### src/rtl/csa_acc_pkg.sv
// Shared types and width helpers for the serial carry-save accumulator.
package csa_acc_pkg;

  typedef enum logic [1:0] {
    ST_ACCUM   = 2'd0,
    ST_RESOLVE = 2'd1,
    ST_OUT     = 2'd2
  } state_t;

  // Ceiling log2; returns at least 1 so counters never collapse to zero width.
  function automatic int clog2(input int n);
    int r;
    int v;
    r = 0;
    v = n - 1;
    while (v > 0) begin
      v = v >> 1;
      r = r + 1;
    end
    return (r < 1) ? 1 : r;
  endfunction

  // Result width that holds n_ops * (2^op_w - 1) without overflow.
  function automatic int sum_width(input int op_w, input int n_ops);
    return op_w + clog2(n_ops);
  endfunction

endpackage

### src/rtl/full_adder_cell.sv
// One-bit full adder: sum is the 3-input xor, carry is the majority.
module full_adder_cell (
  input  logic a,
  input  logic b,
  input  logic ci,
  output logic s,
  output logic co
);

  assign s  = a ^ b ^ ci;
  assign co = (a & b) | (a & ci) | (b & ci);

endmodule

### src/rtl/csa_accumulator.sv
// Streaming multi-operand adder: carry-save accumulation, then carry-propagate resolve.
// Build option CSA_ACC_FAST_CPA_EN: single-cycle full-width resolve instead of bit-serial.
module csa_accumulator
  import csa_acc_pkg::*;
#(
  parameter int OP_W  = 7,
  parameter int N_OPS = 8,
  localparam int SUM_W = sum_width(OP_W, N_OPS)
) (
  input  logic             clk,
  input  logic             rst_n,
  input  logic             clear,
  input  logic             in_valid,
  output logic             in_ready,
  input  logic [OP_W-1:0]  in_data,
  output logic             out_valid,
  input  logic             out_ready,
  output logic [SUM_W-1:0] out_sum,
  output logic             busy
);

  localparam int CNT_W = clog2(N_OPS);
  localparam logic [CNT_W-1:0] CNT_LAST = CNT_W'(N_OPS - 1);

  state_t           state_q, state_d;
  logic [CNT_W-1:0] cnt_q;
  logic [SUM_W-1:0] s_q, c_q;
  logic [SUM_W-1:0] out_sum_q;
  logic [SUM_W-1:0] x;
  logic [SUM_W-1:0] csa_s, csa_co, csa_c;
  logic             unused_co;

  assign x = {{(SUM_W - OP_W){1'b0}}, in_data};

  // Carry-save row: one full-adder delay per accepted operand.
  for (genvar i = 0; i < SUM_W; i++) begin : g_csa
    full_adder_cell u_fa (
      .a  (s_q[i]),
      .b  (c_q[i]),
      .ci (x[i]),
      .s  (csa_s[i]),
      .co (csa_co[i])
    );
  end

  // The top carry is mod-2^SUM_W overflow, which the width rule makes impossible.
  assign csa_c     = {csa_co[SUM_W-2:0], 1'b0};
  assign unused_co = csa_co[SUM_W-1];

`ifndef CSA_ACC_FAST_CPA_EN
  localparam int IDX_W = clog2(SUM_W);
  localparam logic [IDX_W-1:0] IDX_LAST = IDX_W'(SUM_W - 1);

  logic [IDX_W-1:0] idx_q;
  logic             cy_q;
  logic             rs, rco;

  full_adder_cell u_fa_resolve (
    .a  (s_q[idx_q]),
    .b  (c_q[idx_q]),
    .ci (cy_q),
    .s  (rs),
    .co (rco)
  );
`endif

  always_comb begin
    state_d   = state_q;
    in_ready  = 1'b0;
    out_valid = 1'b0;
    case (state_q)
      ST_ACCUM: begin
        in_ready = ~clear;
        if (in_valid && !clear && cnt_q == CNT_LAST) state_d = ST_RESOLVE;
      end
      ST_RESOLVE: begin
`ifdef CSA_ACC_FAST_CPA_EN
        state_d = ST_OUT;
`else
        if (idx_q == IDX_LAST) state_d = ST_OUT;
`endif
      end
      ST_OUT: begin
        out_valid = 1'b1;
        if (out_ready) state_d = ST_ACCUM;
      end
      default: state_d = ST_ACCUM;
    endcase
    busy = (state_q != ST_ACCUM) || (cnt_q != '0);
  end

  always_ff @(posedge clk or negedge rst_n) begin
    if (!rst_n) begin
      state_q   <= ST_ACCUM;
      cnt_q     <= '0;
      s_q       <= '0;
      c_q       <= '0;
      out_sum_q <= '0;
`ifndef CSA_ACC_FAST_CPA_EN
      idx_q     <= '0;
      cy_q      <= 1'b0;
`endif
    end else begin
      state_q <= state_d;
      case (state_q)
        ST_ACCUM: begin
          if (clear) begin
            s_q   <= '0;
            c_q   <= '0;
            cnt_q <= '0;
          end else if (in_valid) begin
            s_q   <= csa_s;
            c_q   <= csa_c;
            cnt_q <= (cnt_q == CNT_LAST) ? '0 : cnt_q + 1'b1;
          end
        end
        ST_RESOLVE: begin
`ifdef CSA_ACC_FAST_CPA_EN
          out_sum_q <= s_q + c_q;
`else
          out_sum_q[idx_q] <= rs;
          cy_q             <= rco;
          idx_q            <= (idx_q == IDX_LAST) ? '0 : idx_q + 1'b1;
`endif
        end
        ST_OUT: begin
          if (out_ready) begin
            s_q  <= '0;
            c_q  <= '0;
`ifndef CSA_ACC_FAST_CPA_EN
            cy_q <= 1'b0;
`endif
          end
        end
        default: ;
      endcase
    end
  end

  assign out_sum = out_sum_q;

endmodule

### config.mk
export PLATFORM = sky130hd
export DESIGN_NAME = csa_accumulator
export DESIGN_NICKNAME = d
export VERILOG_FILES = /design/src/rtl/csa_acc_pkg.sv /design/src/rtl/full_adder_cell.sv /design/src/rtl/csa_accumulator.sv
export SDC_FILE = /design/constraint.sdc
export NUM_CORES = 1
export LEC_CHECK = 0
export BUFFER_PORTS_ARGS = -buffer_cell sky130_fd_sc_hd__buf_2
export CAP_MARGIN = 25
export CORE_MARGIN = 5
export CORE_UTILIZATION = 52
export CTS_CLUSTER_DIAMETER = 80
export DETAILED_ROUTE_END_ITERATION = 10
export PLACE_DENSITY = 0.75
export SETUP_SLACK_MARGIN = 0.02
export SYNTH_ARGS = -nofsm -noshare
export SYNTH_HDL_FRONTEND = slang
export SYNTH_SLANG_ARGS = --single-unit
### constraint.sdc
create_clock -name clk -period 2.1 [get_ports clk]
set_input_delay 0.42 -clock clk [delete_from_list [all_inputs] [get_ports clk]]
set_output_delay 0.42 -clock clk [all_outputs]
set_load 0.05 [all_outputs]
## After elaboration in Yosys (flattened, before gate mapping)

Cells that the tools add are included.

| operators by class | value |
|---|---|
| bitwise gates (word level) | 62 |
| add/sub/neg operators | 2 |
| eq/ne operators | 8 |
| order comparisons | 2 |
| reduce and logical (&&, ||, !) cells | 15 |
| multiplexer cells | 26 |

Operator list:

| operator | count |
|---|---|
| 10-bit two-way mux | 5 |
| 10-bit case mux with 2 select lines | 2 |
| 1-bit AND | 26 |
| 1-bit XOR | 19 |
| 1-bit bitwise OR | 16 |
| 10-bit bitwise mux | 1 |
| 3-bit two-way mux | 3 |
| 1-bit binary-select mux with 4-bit select | 2 |
| 2-bit nonzero test | 4 |
| 1-bit two-way mux | 6 |
| 2-bit two-way mux | 3 |
| 2-bit != test, second input constant | 3 |
| 2-bit case mux with 3 select lines | 1 |
| 3-bit AND reduction | 2 |
| 4-bit by 5-bit < comparator with 1-bit output, second input constant | 1 |
| 4-bit by 1-bit adder with 4-bit output, second input constant | 1 |
| 1-bit demux with 4-bit select | 1 |
| 4-bit == test, second input constant | 1 |
| 4-bit by 1-bit >= comparator with 1-bit output, second input constant | 1 |
| 4-bit two-way mux | 1 |
| 2-bit AND reduction | 2 |
| 3-bit by 1-bit adder with 3-bit output, second input constant | 1 |
| 3-bit == test, second input constant | 1 |
| 1-bit logical AND | 3 |
| 9 further kinds | 9 |

| word-level totals | value |
|---|---|
| flip-flop bits (word level) | 40 |
| output and inout bits | 13 |
| input port bits | 12 |

## Longest topological paths before layout

| logic depth | value |
|---|---|
| word-level depth | 6 |
| mapped depth | 8 |
| gate-level depth less buffers | 6 |

## Hierarchy

From an unflattened synthesis, not the netlist that was laid out.

| unflattened totals | value |
|---|---|
| cell total of the unflattened synthesis | 212 |
| area total of the unflattened synthesis | 2,242.2 um^2 |

Modules (own cells, without submodules):

| module | seq. area each (um^2) | area each (um^2) | times used | cells an instance |
|---|---|---|---|---|
| csa_accumulator | 975.9 | 2,021.9 | 1 | 201 |
| full_adder_cell | 0.0 | 20.0 | 11 | 1 |

## Least setup slack after synthesis

OpenSTA, ideal clock, no wires.

| timing path | value |
|---|---|
| path type | reg-to-reg |
| start point | register idx_q[0] |
| end point | register out_sum_q[3] (netlist: out_sum[3]) |
| buffers on the path | 2 |
| period minus slack after synthesis | 2.265 ns |
| data required time | 1.990 ns |
| cell stages (with the launch flop) | 9 |
| arrival | 2.155 ns |
| slack | -0.165 ns |
| path through | dfrtp_1 > buf_2 > mux4_2 > nor2_1 > a31oi_1 > a21oi_1 > fa_1 > buf_1 > o41ai_1 |

| between the ends | value |
|---|---|
| longest elaborated chain between the ends | 5 |

Ends and longest elaborated chain:

| what | line | source |
|---|---|---|
| start, declared | csa_accumulator.sv:54 | `logic [IDX_W-1:0] idx_q;` |
| start signal, assigned | csa_accumulator.sv:123 | `idx_q <= (idx_q == IDX_LAST) ? '0 : idx_q + 1'b1;` |
| 4-bit by 5-bit < comparator with 1-bit output (not written as such), or another cell as far along | csa_accumulator.sv:121 | `out_sum_q[idx_q] <= rs;` |
| 1-bit logical AND (not written as such), or another cell as far along | csa_accumulator.sv:121 |  |
| 1-bit two-way mux (not written as such) or 1-bit XOR (tied branches) | csa_accumulator.sv:121, full_adder_cell.sv:10 |  |
| 1-bit demux with 4-bit select or 1-bit XOR (tied branches) | csa_accumulator.sv:121, full_adder_cell.sv:10 |  |
| 10-bit bitwise mux (*) | csa_accumulator.sv:121 |  |
| end signal, assigned by index | csa_accumulator.sv:121 |  |
| end, declared | csa_accumulator.sv:28 | `logic [SUM_W-1:0] out_sum_q;` |

Mark *: on every way between the ends. The rest lies on a longest branch, timed or not. The select of a mux whose other input is x is not followed.
A chain may end at the register's enable or synchronous reset.

## Final worst setup path

| timing path | value |
|---|---|
| start point | register idx_q[0] |
| end point | register out_sum_q[2] (netlist: out_sum[2]) |

Same word-level chain as after synthesis.

==> results.sh <==
export IMPL_status="finished with violations"
export IMPL_violations="negative setup slack"
export IMPL_post_route_cells_drive_above_1_share=0.2481
export IMPL_worstPathArrival_ns=2.38
export IMPL_rr_startpoint="idx_q[0]$_DFFE_PN0N_"
export IMPL_timing_rr_end="out_sum[2]$_DFFE_PN0P_"
export IMPL_rr_worst_depth=7
export IMPL_synth_top_cell_area_share=0.4480
export IMPL_clock_path_buffers=2
export IMPL_end_kind="flip-flop"
export IMPL_slew_headroom=0.6663
export IMPL_hold_ws_ns=0.07820
export IMPL_slew_violations=0
export IMPL_nets=284
export IMPL_place_gp_congestion=0.8187
export IMPL_overflow=0
export IMPL_ys_warn_count=0
export IMPL_cts_sinks=39
export IMPL_timing_final_ws_setup_ns=-0.07070
export IMPL_synth_distinct_cells=41
export IMPL_synth_commonest_cells="nand2_1 (47), dfrtp_1 (39), nand3_1 (19)"
export IMPL_antennaDiodeCount=0
export IMPL_grt_total_usage=0.1776
export IMPL_synth_edf_count=0
export IMPL_tritoncts="done"
export IMPL_fp_row_count=23
export IMPL_syn_avg_cell_area_um2=9.857
export IMPL_stdcell_count=308
export IMPL_drtPass1Iterations=4
export IMPL_finalSetupViolations=9
export IMPL_synth_main_ff_cell="dfrtp_1"
export IMPL_synth_top_area_cell="dfrtp_1"
export IMPL_htreeDepth=2
export IMPL_rrSetupSlack_ns=-0.07
export IMPL_clk_latency_ns=0.29
export IMPL_dp_hpwl_um=3167
export IMPL_final_antenna_net_count=0
export IMPL_crit_required_ns=2.31
export IMPL_wl_per_cell_um=14.15
export IMPL_hold_path_class="primary input to asynchronous set/reset pin"
export IMPL_cts_buffers=5
export IMPL_fin_skew_ns=0.004657
export IMPL_async_flop_share=1.000
export IMPL_worst_pin_slew_ns=0.5006
export IMPL_hold_viol_final=0
export IMPL_start_util=0.5407
export IMPL_grt_pass1_wl_um=7596
export IMPL_antenna_found_initial=0
export IMPL_coreArea_um2=4029
export IMPL_ys_ff_latch=39
export IMPL_grt_max_degree=22
export IMPL_cts_root_buf="clkbuf_8"
export IMPL_yosysMostFrequentCell="nand2_1"
export IMPL_rsz0062_at_grt="yes"
export IMPL_ios=25
export IMPL_via_count=1694
export IMPL_ctsHoldBuffers=0
export IMPL_syn_area_um2=2178
export IMPL_grt_pass1_vias=1691
export IMPL_start_kind="flip-flop"
export IMPL_max_freq_mhz=460.7
export IMPL_path_max_fanout=6
export IMPL_die_width_um=74.73
export IMPL_fp_dieArea_um2=5584
export IMPL_seq_area_frac_synth=0.4480
export IMPL_fillers=370
export IMPL_routed_wl_um=4357
export IMPL_synth_area_leaders="dfrtp_1 (45%), nand2_1 (8.1%), fa_1 (6.4%)"
export IMPL_p_leak_nw=1.279
export IMPL_port_buffers=24
export IMPL_cap_violations=0
export IMPL_via_per_inst=5.500
export IMPL_syn_nets=246
export IMPL_drt_iter0_markers=161
export IMPL_min_period_ns=2.171
export IMPL_power_per_cell_area_nw_per_um2=1218
export IMPL_ir_drop_mv=0.5970
export IMPL_period_share=1.034
export IMPL_die_h_um=74.73
export IMPL_worstSetupPathType="flip-flop to flip-flop"
export IMPL_clk_pin_slew_ns=0.07
export IMPL_dpl_cell_count=301
export IMPL_syn_inst=221
export IMPL_drc=0
export IMPL_area_growth_pct=16.89
## layout make-up
cell class	count	area [um^2]	area share
inverter	9	33.78	0.01327
multi-input combinational	160	1106	0.4344
sequential	39	977.2	0.3838
clock buffer	6	72.57	0.02850
tap	50	62.56	0.02457
timing repair buffer	44	294.0	0.1155
## metal layers
| layer | global-route usage | part of all wire | vias up |
|---|---|---|---|
| met3 | 0.04005 | 0.043 | 8 |
| met2 | 0.3044 | 0.50 | 27 |
| met1 | 0.2253 | 0.44 | 819 |
| li1 | - | - | 840 |
| met4 | 0.05336 | 0.013 | 0 |
| met5 | 0 | 0 | - |
## worst max-delay path, stage by stage (launching register included)
cell and delay, ns:
dfrtp_2 0.42, mux4_2 0.53, nor2_2 0.10, a31oi_1 0.05
a21oi_1 0.18, fa_2 0.54, buf_6 0.17, mux2i_1 0.11
## power breakdown
group	internal (mW)	switching [mW]	total (mW)
clock network	0.221	0.241	0.462
logic	0.580	0.913	1.49
registers	0.970	0.176	1.15
total	1.77	1.33	3.10
## per-stage QoR
stage | cell area (um^2) | setup TNS, ns | setup WS (ns) | power, mW | util
floorplan | 2205 | -0.01190 | -0.01190 | 2.177 | -
global placement | 2444 | -0.5566 | -0.07037 | 2.548 | 0.6065
detailed placement | 2444 | -1.094 | -0.1960 | 2.582 | 0.6065
CTS | 2539 | -0.5864 | -0.08099 | 3.107 | 0.6301
global route | 2546 | -1.640 | -0.1949 | 3.326 | 0.6320
finish | 2546 | -0.5120 | -0.07070 | 3.101 | 0.6320
## registers in the layout (all words and copies together) (netlist names)
register / cells
idx_q: 4
s_q: 10
state_q: 2
cy_q: 1
c_q: 9
cnt_q: 3
out_sum: 10
## how the worst max path moves through the flow
stage	from	end	slack, ns	cells after the start
floorplan	idx_q[0]$_DFFE_PN0N_	out_sum[3]$_DFFE_PN0P_	-0.01	8
global placement	idx_q[0]$_DFFE_PN0N_	out_sum[3]$_DFFE_PN0P_	-0.07	6
detailed placement	idx_q[0]$_DFFE_PN0N_	out_sum[7]$_DFFE_PN0P_	-0.20	6
CTS	idx_q[0]$_DFFE_PN0N_	out_sum[6]$_DFFE_PN0P_	-0.08	7
global route	idx_q[0]$_DFFE_PN0N_	out_sum[2]$_DFFE_PN0P_	-0.19	7
finish	idx_q[0]$_DFFE_PN0N_	out_sum[2]$_DFFE_PN0P_	-0.07	7
## timing repair
| item | in CTS | in global routing |
|---|---|---|
| cloned | 0 | 0 |
| hold endpoints to repair | 0 | 0 |
| gates resized for setup | 7 | 3 |
| setup endpoints to repair | 10 | 10 |
| pin swaps | 4 | 5 |
| setup buffers | 1 | 0 |
## cells in the final DEF, fill, tap and decap left out, types with 2 or more instances in the layout
master    instances
nand3_1          19
or3_1             2
nor2_2            2
dfrtp_1          38
inv_1             9
buf_2            24
a21oi_1           5
nor2_1            5
mux2i_1          10
nor3_1            5
buf_6             3
xnor2_1           2
a31oi_1           3
o31ai_1           5
nor2b_4           2
clkbuf_8          5
nor3_2            2
fa_1              6
o21ai_0          12
buf_4            16
nand2b_1          3
nand2_1          47
o22ai_1           2
nor2b_1           4
ha_1              6
## kinds of logic after synthesis
logic type               after synthesis  synth area share
multiplexers                          12           0.06146
AND/OR/NAND/NOR                       98            0.2286
flip-flops                            39            0.4480
adder cells (fa/ha/maj)               13           0.09879
XOR/XNOR                               2          0.008043
AO/OA/AOI/OAI                         35            0.1005
buffers and inverters                 22           0.05456
(Power assumes the default switching activity.)
